===== src/rtl/ps2_keystroke_tx_pkg.sv =====
// Shared definitions for the PS/2 keystroke transmitter: letter codes (common
// with the receive-side decoder), scan-code make bytes, break prefix, FSM
// states and the frame-bit selector.
package ps2_keystroke_tx_pkg;

  // Letter codes, a=0 .. z=25, plus ENTR and the decoder's OTHER code
  localparam logic [4:0] KEY_A     = 5'd0;
  localparam logic [4:0] KEY_B     = 5'd1;
  localparam logic [4:0] KEY_C     = 5'd2;
  localparam logic [4:0] KEY_D     = 5'd3;
  localparam logic [4:0] KEY_E     = 5'd4;
  localparam logic [4:0] KEY_F     = 5'd5;
  localparam logic [4:0] KEY_G     = 5'd6;
  localparam logic [4:0] KEY_H     = 5'd7;
  localparam logic [4:0] KEY_I     = 5'd8;
  localparam logic [4:0] KEY_J     = 5'd9;
  localparam logic [4:0] KEY_K     = 5'd10;
  localparam logic [4:0] KEY_L     = 5'd11;
  localparam logic [4:0] KEY_M     = 5'd12;
  localparam logic [4:0] KEY_N     = 5'd13;
  localparam logic [4:0] KEY_O     = 5'd14;
  localparam logic [4:0] KEY_P     = 5'd15;
  localparam logic [4:0] KEY_Q     = 5'd16;
  localparam logic [4:0] KEY_R     = 5'd17;
  localparam logic [4:0] KEY_S     = 5'd18;
  localparam logic [4:0] KEY_T     = 5'd19;
  localparam logic [4:0] KEY_U     = 5'd20;
  localparam logic [4:0] KEY_V     = 5'd21;
  localparam logic [4:0] KEY_W     = 5'd22;
  localparam logic [4:0] KEY_X     = 5'd23;
  localparam logic [4:0] KEY_Y     = 5'd24;
  localparam logic [4:0] KEY_Z     = 5'd25;
  localparam logic [4:0] KEY_OTHER = 5'b11101;
  localparam logic [4:0] KEY_ENTR  = 5'b11111;

  // Set-2 make codes
  localparam logic [7:0] SCAN_A    = 8'h1C;
  localparam logic [7:0] SCAN_B    = 8'h32;
  localparam logic [7:0] SCAN_C    = 8'h21;
  localparam logic [7:0] SCAN_D    = 8'h23;
  localparam logic [7:0] SCAN_E    = 8'h24;
  localparam logic [7:0] SCAN_F    = 8'h2B;
  localparam logic [7:0] SCAN_G    = 8'h34;
  localparam logic [7:0] SCAN_H    = 8'h33;
  localparam logic [7:0] SCAN_I    = 8'h43;
  localparam logic [7:0] SCAN_J    = 8'h3B;
  localparam logic [7:0] SCAN_K    = 8'h42;
  localparam logic [7:0] SCAN_L    = 8'h4B;
  localparam logic [7:0] SCAN_M    = 8'h3A;
  localparam logic [7:0] SCAN_N    = 8'h31;
  localparam logic [7:0] SCAN_O    = 8'h44;
  localparam logic [7:0] SCAN_P    = 8'h4D;
  localparam logic [7:0] SCAN_Q    = 8'h15;
  localparam logic [7:0] SCAN_R    = 8'h2D;
  localparam logic [7:0] SCAN_S    = 8'h1B;
  localparam logic [7:0] SCAN_T    = 8'h2C;
  localparam logic [7:0] SCAN_U    = 8'h3C;
  localparam logic [7:0] SCAN_V    = 8'h2A;
  localparam logic [7:0] SCAN_W    = 8'h1D;
  localparam logic [7:0] SCAN_X    = 8'h22;
  localparam logic [7:0] SCAN_Y    = 8'h35;
  localparam logic [7:0] SCAN_Z    = 8'h1A;
  localparam logic [7:0] SCAN_ENTR = 8'h5A;

  localparam logic [7:0] BREAK_PREFIX = 8'hF0;

  typedef enum logic [1:0] {
    IDLE     = 2'd0,
    SEND_BIT = 2'd1,
    GAP      = 2'd2
  } tx_state_e;

  // Line value for bit idx of an 11-bit frame: start, data LSB first, odd parity, stop
  function automatic logic frame_bit(input logic [7:0] b, input logic [3:0] idx);
    logic v;
    v = 1'b1;
    if (idx == 4'd0) begin
      v = 1'b0;
    end else if (idx <= 4'd8) begin
      v = b[3'(idx - 4'd1)];
    end else if (idx == 4'd9) begin
      v = ~^b;
    end
    return v;
  endfunction

endpackage


===== src/rtl/keycode_encoder_lut.sv =====
// Combinational letter-code to scan-code map, the inverse of the decoder table.
//   code_i      : 5-bit letter code
//   supported_o : 1 when code_i has a scan code (a..z, ENTR)
//   scan_o      : make byte, 0 when unsupported
module keycode_encoder_lut
  import ps2_keystroke_tx_pkg::*;
(
  input  logic [4:0] code_i,
  output logic       supported_o,
  output logic [7:0] scan_o
);

  always_comb begin
    supported_o = 1'b1;
    scan_o      = 8'h00;
    case (code_i)
      KEY_A:    scan_o = SCAN_A;
      KEY_B:    scan_o = SCAN_B;
      KEY_C:    scan_o = SCAN_C;
      KEY_D:    scan_o = SCAN_D;
      KEY_E:    scan_o = SCAN_E;
      KEY_F:    scan_o = SCAN_F;
      KEY_G:    scan_o = SCAN_G;
      KEY_H:    scan_o = SCAN_H;
      KEY_I:    scan_o = SCAN_I;
      KEY_J:    scan_o = SCAN_J;
      KEY_K:    scan_o = SCAN_K;
      KEY_L:    scan_o = SCAN_L;
      KEY_M:    scan_o = SCAN_M;
      KEY_N:    scan_o = SCAN_N;
      KEY_O:    scan_o = SCAN_O;
      KEY_P:    scan_o = SCAN_P;
      KEY_Q:    scan_o = SCAN_Q;
      KEY_R:    scan_o = SCAN_R;
      KEY_S:    scan_o = SCAN_S;
      KEY_T:    scan_o = SCAN_T;
      KEY_U:    scan_o = SCAN_U;
      KEY_V:    scan_o = SCAN_V;
      KEY_W:    scan_o = SCAN_W;
      KEY_X:    scan_o = SCAN_X;
      KEY_Y:    scan_o = SCAN_Y;
      KEY_Z:    scan_o = SCAN_Z;
      KEY_ENTR: scan_o = SCAN_ENTR;
      KEY_OTHER: supported_o = 1'b0;
      default:   supported_o = 1'b0;
    endcase
  end

endmodule


===== src/rtl/ps2_keystroke_tx.sv =====
// PS/2 keyboard emulator: sends {make, F0, make} for an accepted letter code as
// three 11-bit device-to-host frames on idle-high clock/data lines.
//   clk, rst     : system clock, asynchronous active-high reset
//   code_in      : letter code, sampled on a code_valid && code_ready edge
//   code_valid   : send request
//   code_ready   : 1 when a request can be accepted
//   ps2_clk_out  : emulated PS/2 clock (registered)
//   ps2_data_out : emulated PS/2 data (registered)
//   code_err     : one-cycle pulse when an unsupported code is rejected
module ps2_keystroke_tx
  import ps2_keystroke_tx_pkg::*;
#(
  parameter int unsigned HALF_PERIOD = 5000,
  parameter int unsigned GAP_CYCLES  = 10000
) (
  input  logic       clk,
  input  logic       rst,
  input  logic [4:0] code_in,
  input  logic       code_valid,
  output logic       code_ready,
  output logic       ps2_clk_out,
  output logic       ps2_data_out,
  output logic       code_err
);

  localparam int unsigned HP_W  = (HALF_PERIOD > 1) ? $clog2(HALF_PERIOD) : 1;
  localparam int unsigned GAP_W = (GAP_CYCLES > 1) ? $clog2(GAP_CYCLES) : 1;
  localparam logic [HP_W-1:0]  HP_LAST   = HP_W'(HALF_PERIOD - 1);
  localparam logic [GAP_W-1:0] GAP_LAST  = GAP_W'(GAP_CYCLES - 1);
  localparam logic [3:0]       BIT_LAST  = 4'd10;
  localparam logic [1:0]       BYTE_LAST = 2'd2;

  tx_state_e        state_q, state_d;
  logic [HP_W-1:0]  hp_q, hp_d;
  logic [GAP_W-1:0] gap_q, gap_d;
  logic             phase_q, phase_d;  // 0: clock-high half, 1: clock-low half
  logic [3:0]       bit_q, bit_d;
  logic [1:0]       byte_q, byte_d;
  logic [7:0]       make_q, make_d;
  logic             ready_q, ready_d;
  logic             err_q, err_d;
  logic             ps2_clk_q, ps2_clk_d;
  logic             ps2_data_q, ps2_data_d;
  logic [7:0]       tx_byte;
  logic             lut_supported;
  logic [7:0]       lut_scan;

  keycode_encoder_lut u_lut (
    .code_i      (code_in),
    .supported_o (lut_supported),
    .scan_o      (lut_scan)
  );

  // State and output registers
  always_ff @(posedge clk or posedge rst) begin
    if (rst) begin
      state_q    <= IDLE;
      hp_q       <= '0;
      gap_q      <= '0;
      phase_q    <= 1'b0;
      bit_q      <= '0;
      byte_q     <= '0;
      make_q     <= '0;
      ready_q    <= 1'b1;
      err_q      <= 1'b0;
      ps2_clk_q  <= 1'b1;
      ps2_data_q <= 1'b1;
    end else begin
      state_q    <= state_d;
      hp_q       <= hp_d;
      gap_q      <= gap_d;
      phase_q    <= phase_d;
      bit_q      <= bit_d;
      byte_q     <= byte_d;
      make_q     <= make_d;
      ready_q    <= ready_d;
      err_q      <= err_d;
      ps2_clk_q  <= ps2_clk_d;
      ps2_data_q <= ps2_data_d;
    end
  end

  // Next-state, request handling and next line values
  always_comb begin
    state_d = state_q;
    hp_d    = hp_q;
    gap_d   = gap_q;
    phase_d = phase_q;
    bit_d   = bit_q;
    byte_d  = byte_q;
    make_d  = make_q;
    err_d   = 1'b0;

    case (state_q)
      IDLE: ;
      SEND_BIT: begin
        if (hp_q == HP_LAST) begin
          hp_d = '0;
          if (!phase_q) begin
            phase_d = 1'b1;
          end else begin
            phase_d = 1'b0;
            if (bit_q == BIT_LAST) begin
              bit_d   = '0;
              gap_d   = '0;
              state_d = GAP;
            end else begin
              bit_d = bit_q + 4'd1;
            end
          end
        end else begin
          hp_d = hp_q + HP_W'(1);
        end
      end
      GAP: begin
        if (gap_q == GAP_LAST) begin
          gap_d = '0;
          if (byte_q == BYTE_LAST) begin
            byte_d  = '0;
            state_d = IDLE;
          end else begin
            byte_d  = byte_q + 2'd1;
            bit_d   = '0;
            phase_d = 1'b0;
            hp_d    = '0;
            state_d = SEND_BIT;
          end
        end else begin
          gap_d = gap_q + GAP_W'(1);
        end
      end
      default: state_d = IDLE;
    endcase

    // ready_q is also high in the final gap cycle, so a request there starts
    // the next frame with no idle cycle in between
    if (ready_q && code_valid) begin
      if (lut_supported) begin
        make_d  = lut_scan;
        state_d = SEND_BIT;
        hp_d    = '0;
        gap_d   = '0;
        phase_d = 1'b0;
        bit_d   = '0;
        byte_d  = '0;
      end else begin
        err_d = 1'b1;
      end
    end

    ready_d    = (state_d == IDLE) ||
                 ((state_d == GAP) && (byte_d == BYTE_LAST) && (gap_d == GAP_LAST));
    tx_byte    = (byte_d == 2'd1) ? BREAK_PREFIX : make_d;
    ps2_clk_d  = (state_d == SEND_BIT) ? ~phase_d : 1'b1;
    ps2_data_d = (state_d == SEND_BIT) ? frame_bit(tx_byte, bit_d) : 1'b1;
  end

  assign code_ready   = ready_q;
  assign code_err     = err_q;
  assign ps2_clk_out  = ps2_clk_q;
  assign ps2_data_out = ps2_data_q;

endmodule


===== config.mk =====
export PLATFORM = sky130hd
export DESIGN_NAME = ps2_keystroke_tx
export DESIGN_NICKNAME = d
export VERILOG_FILES = /design/src/rtl/ps2_keystroke_tx_pkg.sv /design/src/rtl/keycode_encoder_lut.sv /design/src/rtl/ps2_keystroke_tx.sv
export SDC_FILE = /design/constraint.sdc
export NUM_CORES = 1
export LEC_CHECK = 0
export CAP_MARGIN = 10
export CORE_MARGIN = 1
export CORE_UTILIZATION = 45
export DETAILED_ROUTE_END_ITERATION = 10
export SYNTH_ARGS = -nofsm -noshare
export SYNTH_HDL_FRONTEND = slang
export SYNTH_HIERARCHICAL = 1
export SYNTH_SLANG_ARGS = --single-unit

===== constraint.sdc =====
create_clock -name clk -period 3.7 [get_ports clk]
set_input_delay 0.37 -clock clk [delete_from_list [all_inputs] [get_ports clk]]
set_output_delay 0.37 -clock clk [all_outputs]
set_load 0.01 [all_outputs]

Word-level counts from Yosys, hierarchy flattened
Index checks and enable logic that the tools add are counted.
- reduce and logical (&&, ||, !) cells: 10
- $add $sub $neg: 5
- mux-type cells: 55
- magnitude comparators: 2
- eq/ne operators: 38
- bitwise operators: 1
- operator list (kind ; number):
    $pmux 7 s27 ; 1
    $mux 14 ; 6
    $mux 13 ; 5
    $eq 5x5->1 const B ; 11
    $eq 5x4->1 const B ; 8
    $eq 14x14->1 const B ; 2
    $mux 4 ; 7
    $pmux 14 s2 ; 1
    $reduce_or 27->1 ; 1
    $pmux 13 s2 ; 1
    $mux 8 ; 3
    $mux 2 ; 11
    $eq 5x3->1 const B ; 4
    $mux 1 ; 16
    $add 14x1->14 const B ; 1
    $add 13x1->13 const B ; 1
    $eq 13x13->1 const B ; 1
    $eq 5x2->1 const B ; 2
    $eq 2x2->1 const B ; 4
    $eq 4x4->1 const B ; 2
    $pmux 4 s2 ; 1
    $reduce_xnor 8->1 ; 1
    $eq 2x1->1 const B ; 3
    $pmux 2 s3 ; 1
    other kinds (14) ; 17
- input port bits: 8
- register bits after elaboration: 48

Logic depth before layout (Yosys ltp)
Gate-level depths: netlist of the first run.
- word-level depth: 13
- mapped depth: 17

By module
Netlist of the first run, hierarchy kept.
- modules (own cells, without submodules) (module ; area each (um^2) ; cells an instance ; instances):
    ps2_keystroke_tx ; 3042.9 ; 356 ; 1
    keycode_encoder_lut ; 389.1 ; 61 ; 1

Least setup slack after synthesis of the first run
OpenSTA, ideal clock, no wires.
- path type: reg-to-reg
- start point: reg gap_q[0]
- end point: reg ps2_data_q, in the netlist ps2_data_out
- required time: 3.612 ns
- stages on the path, launching flop included: 13
- period minus slack after synthesis: 3.204 ns
- data arrival time: 3.116 ns
- setup slack: 0.496 ns
- cell sequence: dfrtp_1 ha_1 and3_4 and4bb_1 buf_6 a21o_2 a221oi_1 inv_1 ha_1 mux4_2 and2_1 mux2i_1 a22oi_1
- elaborated cells on any way between the ends: 27
- classes of those cells: add/sub: 1; order compare: 1; eq/ne: 4; mux: 19; reduce/logical: 2
- RTL lines (what ; RTL line ; source):
    from (decl) ; ps2_keystroke_tx.sv:35 ; logic [GAP_W-1:0] gap_q, gap_d;
    from (signal assigned) ; ps2_keystroke_tx.sv:71 ; gap_q <= gap_d;
    $eq 14x14->1 (*) ; ps2_keystroke_tx.sv:116 ; if (gap_q == GAP_LAST) begin
    $mux 4 (*) ; ps2_keystroke_tx.sv:116 ;
    $pmux 4 s2 (*) ; ps2_keystroke_tx.sv:94 ; case (state_q)
    $mux 4 ; ps2_keystroke_tx.sv:138 ; if (lut_supported) begin
    $mux 4 (*) ; ps2_keystroke_tx.sv:137 ; if (ready_q && code_valid) begin
    named net bit_d[0] ; ps2_keystroke_tx.sv:37 ; logic [3:0] bit_q, bit_d;
    $sub 3x1->3 ; ps2_keystroke_tx_pkg.sv:80 ; v = b[3'(idx - 4'd1)];
    $bmux 1 s3 ; ps2_keystroke_tx_pkg.sv:80 ;
    $mux 1 (not written as such) ; ps2_keystroke_tx_pkg.sv:80 ;
    $mux 1 ; ps2_keystroke_tx_pkg.sv:79 ; end else if (idx <= 4'd8) begin
    $mux 1 (*) ; ps2_keystroke_tx_pkg.sv:77 ; if (idx == 4'd0) begin
    $mux 1 (*) ; ps2_keystroke_tx.sv:155 ; ps2_data_d = (state_d == SEND_BIT) ? frame_bit(tx_byte, bit_d) : 1'b1;
    named net ps2_data_d ; ps2_keystroke_tx.sv:43 ; logic ps2_data_q, ps2_data_d;
    to (signal assigned) ; ps2_keystroke_tx.sv:79 ; ps2_data_q <= ps2_data_d;
    to (decl) ; ps2_keystroke_tx.sv:43 ;
The timed path passes the listed nets; every way through them passes the cells marked *. The select of a mux whose other input is x is not followed.

Worst setup path in the final report of the first run
- start point: reg state_q[0]
- end point: reg ps2_data_q, in the netlist ps2_data_out
- elaborated cells on any way between the ends: 30
- classes of those cells: add/sub: 1; order compare: 1; eq/ne: 5; mux: 20; reduce/logical: 3
- RTL lines (what ; RTL line ; source):
    from (decl) ; ps2_keystroke_tx.sv:33 ; tx_state_e state_q, state_d;
    from (signal assigned) ; ps2_keystroke_tx.sv:69 ; state_q <= state_d;
    $eq 2x2->1 / $eq 2x1->1 (equally long branches) ; ps2_keystroke_tx.sv:94 ;
    $pmux 4 s2 (*) ; ps2_keystroke_tx.sv:94 ;
    $mux 4 ; ps2_keystroke_tx.sv:138 ;
    $mux 4 (*) ; ps2_keystroke_tx.sv:137 ;
    named net bit_d[0] ; ps2_keystroke_tx.sv:37 ;
    $sub 3x1->3 ; ps2_keystroke_tx_pkg.sv:80 ;
    $bmux 1 s3 ; ps2_keystroke_tx_pkg.sv:80 ;
    $mux 1 (not written as such) ; ps2_keystroke_tx_pkg.sv:80 ;
    $mux 1 ; ps2_keystroke_tx_pkg.sv:79 ;
    $mux 1 (*) ; ps2_keystroke_tx_pkg.sv:77 ;
    $mux 1 (*) ; ps2_keystroke_tx.sv:155 ;
    named net ps2_data_d ; ps2_keystroke_tx.sv:43 ;
Marks and branches as above.

==> run_summary.xml, run 1 <==
<?xml version="1.0" encoding="UTF-8"?>
<metrics>
  <group name="status">
    <metric name="run_status" unit="">completed</metric>
  </group>
  <group name="placed_design">
    <metric name="io_buffers" unit="">11</metric>
    <metric name="dp_hpwl" unit="mm">5.73</metric>
    <metric name="place_congestion" unit="">0.852</metric>
    <metric name="place_inst" unit="">513</metric>
  </group>
  <group name="worst_setup_path">
    <metric name="path_class" unit="">reg2reg</metric>
    <metric name="critical_path.max_fanout" unit="">12</metric>
    <metric name="critical_path.endpoint_type" unit="">flop</metric>
    <metric name="worst_setup_path_start_kind" unit="">flop</metric>
    <metric name="worst-endpoint-required" unit="ns">3.93</metric>
    <metric name="worst-endpoint-arrival" unit="ns">3.48</metric>
  </group>
  <group name="floorplan">
    <metric name="num_rows" unit="">31</metric>
    <metric name="die-height" unit="um">89.3</metric>
    <metric name="initial_core_utilization" unit="%">46.8</metric>
    <metric name="ioPinCount" unit="">12</metric>
    <metric name="fp.dieW" unit="um">89.3</metric>
    <metric name="placeable_area" unit="sq mm">0.00733</metric>
    <metric name="design.die.area" unit="sq mm">0.00798</metric>
  </group>
  <group name="global_route">
    <metric name="met2_usage_in_global_routing" unit="%">34.5</metric>
    <metric name="globalRouteMet3Util" unit="%">3.60</metric>
    <metric name="largest_net_degree_at_the_start_of_global_routing" unit="">49</metric>
    <metric name="grt_use_total" unit="%">21.1</metric>
    <metric name="grt_overflow_total" unit="">0</metric>
    <metric name="grt_most_used_layer" unit="">met2</metric>
    <metric name="grt_antenna_before_repair" unit="">0</metric>
    <metric name="gr-usage-met1" unit="%">27.4</metric>
    <metric name="grt_pass1_wl" unit="mm">12.8</metric>
    <metric name="grt_pass1_vias" unit="">2730</metric>
  </group>
  <group name="detailed_routing">
    <metric name="num_vias" unit="">2988</metric>
    <metric name="viasPerCell" unit="">5.74</metric>
    <metric name="routed_wirelength" unit="mm">7.96</metric>
    <metric name="first_pass_iters" unit="">4</metric>
    <metric name="drc_errors" unit="">0</metric>
    <metric name="detailedRoute.firstIterationViolations" unit="">188</metric>
    <metric name="final_antenna_net_count" unit="">0</metric>
    <metric name="routed_wire_length_per_instance" unit="um">15.3</metric>
  </group>
  <group name="cells_and_area">
    <metric name="layout.cells.non_filler" unit="">521</metric>
    <metric name="final_net_count" unit="">439</metric>
    <metric name="syn_to_final_growth" unit="%">7.98</metric>
    <metric name="layout-drive-gt1-share" unit="%">8.29</metric>
    <metric name="commonest_cells_after_routing_fill_and_taps_aside" unit="">sky130_fd_sc_hd__nand2_1 (49), sky130_fd_sc_hd__dfrtp_1 (45), sky130_fd_sc_hd__nor2_1 (41)</metric>
    <metric name="final_common_cell" unit="">sky130_fd_sc_hd__nand2_1</metric>
    <metric name="diodes" unit="">0</metric>
  </group>
  <group name="logic_synthesis">
    <metric name="synth_top_cell_area_share" unit="%">32.8</metric>
    <metric name="proportion_of_register_bits_with_asynchronous_set_or_reset_after_synthesis" unit="%">100</metric>
    <metric name="yosysTopAreaCell" unit="">sky130_fd_sc_hd__dfrtp_1</metric>
    <metric name="synthCells" unit="">417</metric>
    <metric name="syn_nets" unit="">435</metric>
    <metric name="postSynth.topFlopCell" unit="">sky130_fd_sc_hd__dfrtp_1</metric>
    <metric name="synthDistinctLibCells" unit="">73</metric>
    <metric name="synth.avg_cell_area" unit="sq um">8.23</metric>
    <metric name="netlist_top_cells_area" unit="">sky130_fd_sc_hd__dfrtp_1 (33%), sky130_fd_sc_hd__nand2_1 (5.4%), sky130_fd_sc_hd__a21oi_1 (4.7%)</metric>
    <metric name="synth.cell_area" unit="sq mm">0.00343</metric>
    <metric name="synth_enable_flop_cells" unit="">0</metric>
    <metric name="synth_seq_cells" unit="">48</metric>
    <metric name="yosysWarnings" unit="">6</metric>
    <metric name="synth_sequential_area_ratio" unit="%">35.1</metric>
  </group>
  <group name="pwr">
    <metric name="power.ir.vdd_worst" unit="mV">0.153</metric>
    <metric name="static-leakage-power" unit="nW">1.52</metric>
    <metric name="p_per_area" unit="mW/mm^2">251</metric>
    <metric name="total_power" unit="W">0.000930</metric>
  </group>
  <group name="timing">
    <metric name="timing.max_slew.rel_slack" unit="%">33.0</metric>
    <metric name="finalCriticalPeriod" unit="ns">3.24</metric>
    <metric name="final_hold_viol_count" unit="">0</metric>
    <metric name="setup-tns-final" unit="ns">0</metric>
    <metric name="maxClockFrequency" unit="MHz">308</metric>
    <metric name="setup_viol" unit="">0</metric>
    <metric name="final_min_period_over_clock_period" unit="%">87.6</metric>
    <metric name="grt_setup_unrepaired" unit="">false</metric>
    <metric name="clock-skew-final" unit="ns">0.00836</metric>
    <metric name="worst-slew-pin-transition" unit="ns">1.00</metric>
    <metric name="slew_violations" unit="">0</metric>
  </group>
  <group name="cts">
    <metric name="cts-root-buf" unit="">sky130_fd_sc_hd__clkbuf_8</metric>
    <metric name="insertion_delay" unit="ns">0.30</metric>
    <metric name="clkSlewWorstSetupHoldPaths" unit="ns">0.10</metric>
    <metric name="cts_hold_buffers" unit="">0</metric>
    <metric name="cts.htree.levels" unit="">2</metric>
    <metric name="post_cts_resize_count" unit="">0</metric>
    <metric name="clock_sinks" unit="">48</metric>
    <metric name="buffers_from_clock_root_to_sink_at_most" unit="">2</metric>
    <metric name="cts.repair_timing.setup_buffer_count" unit="">0</metric>
    <metric name="cts_inserted_buffers" unit="">5</metric>
    <metric name="tritoncts_clock_tree" unit="">built</metric>
  </group>
  <group name="min_path">
    <metric name="min_path_type" unit="">reg2reg</metric>
  </group>
  <group name="flow_run">
    <metric name="cap_viol_max_count" unit="">0</metric>
  </group>
</metrics>
metrics by stage:
step	setup slack, ns	utilization, %	hold slack (ns)	area [sq um]
floorplan	0.496	-	0.478	3430
global placement	0.547	49.3	0.510	3610
detailed placement	0.482	49.3	0.513	3610
CTS	0.452	50.6	0.540	3710
global route	0.220	50.6	0.556	3710
finish	0.457	50.6	0.535	3710
sequential cells by signal (all words and copies together), names as in the netlist:
| signal | flops |
|---|---|
| gap_q | 14 |
| hp_q | 13 |
| make_q | 8 |
| bit_q | 4 |
| byte_q | 2 |
| state_q | 2 |
| code_err | 1 |
| code_ready | 1 |
| phase_q | 1 |
| ps2_clk_out | 1 |
| ps2_data_out | 1 |
routing by layer:
metal	wire length, um	vias to the layer above	share of wire, %
met5	0	-	0
met4	204	0	2.6
met2	3770	52	47
met3	287	15	3.6
li1	-	1508	-
met1	3700	1413	47
layout make-up:
class,count,area [sq um]
multi-input cells,327,2030
flip-flops and latches,48,1200
inverters,17,63.8
repair buffers,22,193
clock buffers,5,68.8
well taps,99,124
clock inverters,3,23.8
fillers,699,3620
report_power, final:
part | switching, W | internal [W]
registers | 0 | 0.000524
logic | 0.0000487 | 0.0000349
clock network | 0.000188 | 0.000134
synthesized netlist by cell type (all sizes together) (3+ instances only):
master / number
o31ai: 4
mux2i: 4
nand2: 49
dfstp: 3
a21boi: 3
inv: 16
a21o: 3
nor2: 42
dfrtp: 45
xor2: 5
and3: 11
nand3b: 3
nand2b: 5
o21ai: 34
and4: 4
nor3: 10
xnor2: 14
clkbuf: 9
a21oi: 32
or3: 4
nand3: 13
a22oi: 6
nor3b: 10
ha: 10
and2: 3
a31oi: 5
nand4: 11
buf: 16
nand4b: 3
worst paths after layout:
kind | cells after the start | slack [ns] | start | endpoint
setup / recovery | 11 | 0.46 | state_q[0] | ps2_data_out
hold / removal | 2 | 0.54 | make_q[2] | make_q[2]
setup reg to reg | 11 | 0.46 | state_q[0] | ps2_data_out
hold reg to reg | 2 | 0.54 | make_q[2] | make_q[2]
max in group asynchronous | 2 | 2.46 | rst | gap_q[0]
min in group asynchronous | 2 | 0.61 | rst | make_q[0]
critical path, cell delays in order, from the launching register on:
cell and delay, ns:
sky130_fd_sc_hd__dfrtp_1 0.40, sky130_fd_sc_hd__inv_1 0.08, sky130_fd_sc_hd__ha_1 0.45, sky130_fd_sc_hd__and2_1 0.22, sky130_fd_sc_hd__a21o_2 0.30, sky130_fd_sc_hd__a221oi_1 0.38, sky130_fd_sc_hd__inv_1 0.08, sky130_fd_sc_hd__ha_1 0.37
sky130_fd_sc_hd__mux4_2 0.51, sky130_fd_sc_hd__and2_1 0.14, sky130_fd_sc_hd__mux2i_1 0.13, sky130_fd_sc_hd__a22oi_1 0.10
cell families (layout without fill, tap and decap cells):
| kind of cell | Yosys count | after routing | share of synthesized area, % |
|---|---|---|---|
| and+or+nand+nor | 183 | 183 | 28.8 |
| xor gates and xnor gates | 19 | 19 | 4.85 |
| adders and majority gates | 10 | 10 | 3.65 |
| buffers and inverters | 42 | 47 | 5.80 |
| AOI/OAI and AO/OA | 107 | 107 | 19.1 |
| DFF | 48 | 48 | 35.1 |
| muxes | 7 | 7 | 2.59 |
| other | 1 | 1 | 0.109 |
No activity file was read; power rests on OpenSTA's default activity.
==> run 2: changes to the inputs <==
Settings changed: SLEW_MARGIN set to 40, TNS_END_PERCENT set to 20.
==> run 2 against run 1 <==
Against the previous run: worst setup slack better by 0.014 ns; critical path depth is the same; clock skew rose by 0.0026 ns; sequential share of layout area hardly changed; critical path type unchanged; critical endpoint unchanged; largest cell class unchanged; largest power group unchanged; highest routed layer unchanged.
==> run_summary.xml, run 2 (same netlist as run 1, synthesis figures left out) <==
<?xml version="1.0" encoding="UTF-8"?>
<metrics>
  <group name="floorplan">
    <metric name="num_rows" unit="">31</metric>
    <metric name="design.die.area" unit="sq mm">0.00798</metric>
    <metric name="fp.dieW" unit="um">89.3</metric>
    <metric name="ioPinCount" unit="">12</metric>
    <metric name="die-height" unit="um">89.3</metric>
    <metric name="placeable_area" unit="sq mm">0.00733</metric>
    <metric name="initial_core_utilization" unit="%">46.8</metric>
  </group>
  <group name="cells_and_area">
    <metric name="final_common_cell" unit="">sky130_fd_sc_hd__nand2_1</metric>
    <metric name="layout.filler_cells" unit="">698</metric>
    <metric name="final_area" unit="sq mm">0.00371</metric>
    <metric name="syn_to_final_growth" unit="%">8.06</metric>
    <metric name="commonest_cells_after_routing_fill_and_taps_aside" unit="">sky130_fd_sc_hd__nand2_1 (49), sky130_fd_sc_hd__dfrtp_1 (45), sky130_fd_sc_hd__nor2_1 (41)</metric>
    <metric name="biggestRegsByFlops" unit="">gap_q: 14 flops, hp_q: 13 flops, make_q: 8 flops</metric>
    <metric name="final_net_count" unit="">439</metric>
    <metric name="diodes" unit="">0</metric>
    <metric name="largest_register_ffs" unit="">14</metric>
    <metric name="regMostFlops" unit="">gap_q</metric>
    <metric name="layout-drive-gt1-share" unit="%">8.29</metric>
  </group>
  <group name="global_route">
    <metric name="grt_use_total" unit="%">21.1</metric>
    <metric name="largest_net_degree_at_the_start_of_global_routing" unit="">49</metric>
    <metric name="grt_pass1_vias" unit="">2761</metric>
    <metric name="grt_pass1_wl" unit="mm">12.9</metric>
    <metric name="grt_antenna_before_repair" unit="">0</metric>
    <metric name="grt_overflow_total" unit="">0</metric>
  </group>
  <group name="timing">
    <metric name="clock-skew-final" unit="ns">0.0110</metric>
    <metric name="finalCriticalPeriod" unit="ns">3.23</metric>
    <metric name="worst-slew-pin-transition" unit="ns">0.657</metric>
    <metric name="final_hold_viol_count" unit="">0</metric>
    <metric name="grt_setup_unrepaired" unit="">false</metric>
    <metric name="slew_violations" unit="">0</metric>
    <metric name="finalWorstSetupSlack" unit="ns">0.471</metric>
    <metric name="setup-tns-final" unit="ns">0</metric>
    <metric name="timing.max_slew.rel_slack" unit="%">55.9</metric>
    <metric name="maxClockFrequency" unit="MHz">310</metric>
    <metric name="final_min_period_over_clock_period" unit="%">87.3</metric>
    <metric name="setup_viol" unit="">0</metric>
  </group>
  <group name="pwr">
    <metric name="p_clk_share" unit="%">34.7</metric>
    <metric name="total_switching_power" unit="W">0.000237</metric>
    <metric name="power.ir.vdd_worst" unit="mV">0.154</metric>
    <metric name="p_per_area" unit="mW/mm^2">251</metric>
    <metric name="power_report.internal_total" unit="W">0.000694</metric>
    <metric name="combinationalPowerShare" unit="%">9.0</metric>
    <metric name="switching_share" unit="%">25.5</metric>
    <metric name="static-leakage-power" unit="nW">1.52</metric>
    <metric name="seqPwrFrac" unit="%">56.3</metric>
  </group>
  <group name="cts">
    <metric name="clock_sinks" unit="">48</metric>
    <metric name="cts.htree.levels" unit="">2</metric>
    <metric name="buffers_from_clock_root_to_sink_at_most" unit="">2</metric>
    <metric name="post_cts_resize_count" unit="">0</metric>
    <metric name="cts-root-buf" unit="">sky130_fd_sc_hd__clkbuf_8</metric>
    <metric name="cts_hold_buffers" unit="">0</metric>
    <metric name="cts.repair_timing.setup_buffer_count" unit="">0</metric>
    <metric name="tritoncts_clock_tree" unit="">built</metric>
    <metric name="insertion_delay" unit="ns">0.31</metric>
    <metric name="clkSlewWorstSetupHoldPaths" unit="ns">0.10</metric>
    <metric name="cts_inserted_buffers" unit="">5</metric>
  </group>
  <group name="worst_setup_path">
    <metric name="critical_path.max_fanout" unit="">12</metric>
    <metric name="critical_path.endpoint_type" unit="">flop</metric>
    <metric name="worst_reg_to_reg_path_cell_count" unit="">11</metric>
    <metric name="worst_setup_path_start_kind" unit="">flop</metric>
    <metric name="path_class" unit="">reg2reg</metric>
    <metric name="worst-endpoint-arrival" unit="ns">3.47</metric>
    <metric name="worst-endpoint-required" unit="ns">3.94</metric>
    <metric name="reg_to_reg_startpoint" unit="">state_q[0]</metric>
    <metric name="worst-r2r-setup-slack" unit="ns">0.47</metric>
    <metric name="crit_reg_reg_endpoint" unit="">ps2_data_out</metric>
  </group>
  <group name="detailed_routing">
    <metric name="routed_wirelength" unit="mm">7.97</metric>
    <metric name="first_pass_iters" unit="">4</metric>
    <metric name="viasPerCell" unit="">5.74</metric>
    <metric name="num_vias" unit="">2993</metric>
    <metric name="final_antenna_net_count" unit="">0</metric>
    <metric name="detailedRoute.firstIterationViolations" unit="">162</metric>
    <metric name="drc_errors" unit="">0</metric>
    <metric name="routed_wire_length_per_instance" unit="um">15.3</metric>
  </group>
  <group name="placed_design">
    <metric name="place_congestion" unit="">0.852</metric>
    <metric name="dp_hpwl" unit="mm">5.74</metric>
    <metric name="io_buffers" unit="">11</metric>
    <metric name="place_ws" unit="ns">0.482</metric>
    <metric name="post_dp_cell_area" unit="sq mm">0.00362</metric>
  </group>
  <group name="min_path">
    <metric name="min_path_type" unit="">in2async</metric>
  </group>
  <group name="status">
    <metric name="run_status" unit="">completed</metric>
  </group>
  <group name="flow_run">
    <metric name="cap_viol_max_count" unit="">0</metric>
  </group>
</metrics>
## run 2: cell counts in the layout (fill, tap and decap cells not counted)
Identical to the previous run, type by type.
## run 2: critical path, stage by stage (launching register included)
cell and delay, ns:
sky130_fd_sc_hd__dfrtp_1 0.41, sky130_fd_sc_hd__inv_1 0.08, sky130_fd_sc_hd__ha_1 0.46, sky130_fd_sc_hd__and2_1 0.22, sky130_fd_sc_hd__a21o_2 0.30, sky130_fd_sc_hd__a221oi_1 0.37
sky130_fd_sc_hd__inv_1 0.08, sky130_fd_sc_hd__ha_1 0.37, sky130_fd_sc_hd__mux4_2 0.51, sky130_fd_sc_hd__and2_1 0.14, sky130_fd_sc_hd__mux2i_1 0.12, sky130_fd_sc_hd__a22oi_1 0.10
## run 2: metrics by stage
stage / std cells / utilization (%) / hold slack [ns] / power, W
after floorplan: 417 / - / 0.478 / 0.000598
after global placement: 513 / 49.3 / 0.510 / 0.000618
after detailed placement: 513 / 49.3 / 0.512 / 0.000619
after CTS: 521 / 50.6 / 0.523 / 0.000942
after global routing: 521 / 50.6 / 0.544 / 0.000970
final: 521 / 50.6 / 0.477 / 0.000930
## run 2: metal layers
layer	up-vias	share of wire (%)	global-route usage [%]
li1	1498	-	-
met1	1423	47	27.1
met2	58	47	34.8
met3	14	3.1	3.60
met4	0	2.5	9.09
met5	-	0	0
## run 2: power groups by stage
stage	logic, W	clock network [W]	registers, W
floorplan	0.0000631	0	0.000535
global placement	0.0000836	0	0.000535
CTS	0.0000851	0.000332	0.000524
finish	0.0000836	0.000323	0.000524
detailed placement	0.0000848	0	0.000535
global route	0.0000926	0.000353	0.000524
## run 2: worst max path at each step
stage / from / endpoint / slack [ns] / cells after the start
floorplan: gap_q[0] / ps2_data_out / 0.50 / 12
global placement: state_q[0] / ps2_data_out / 0.55 / 11
detailed placement: code_in[1] / ps2_data_out / 0.48 / 11
CTS: state_q[0] / ps2_data_out / 0.46 / 11
global route: state_q[0] / ps2_data_out / 0.19 / 14
finish: state_q[0] / ps2_data_out / 0.47 / 11
## run 2: cell type report
class	instances	area, sq um	share of cell area [%]
Multi-Input combinational cell	327	2030	54.7
Sequential cell	48	1200	32.5
Timing Repair Buffer	22	193	5.20
Tap cell	99	124	3.34
Clock buffer	5	68.8	1.86
Inverter	17	66.3	1.79
Clock inverter	3	23.8	0.641
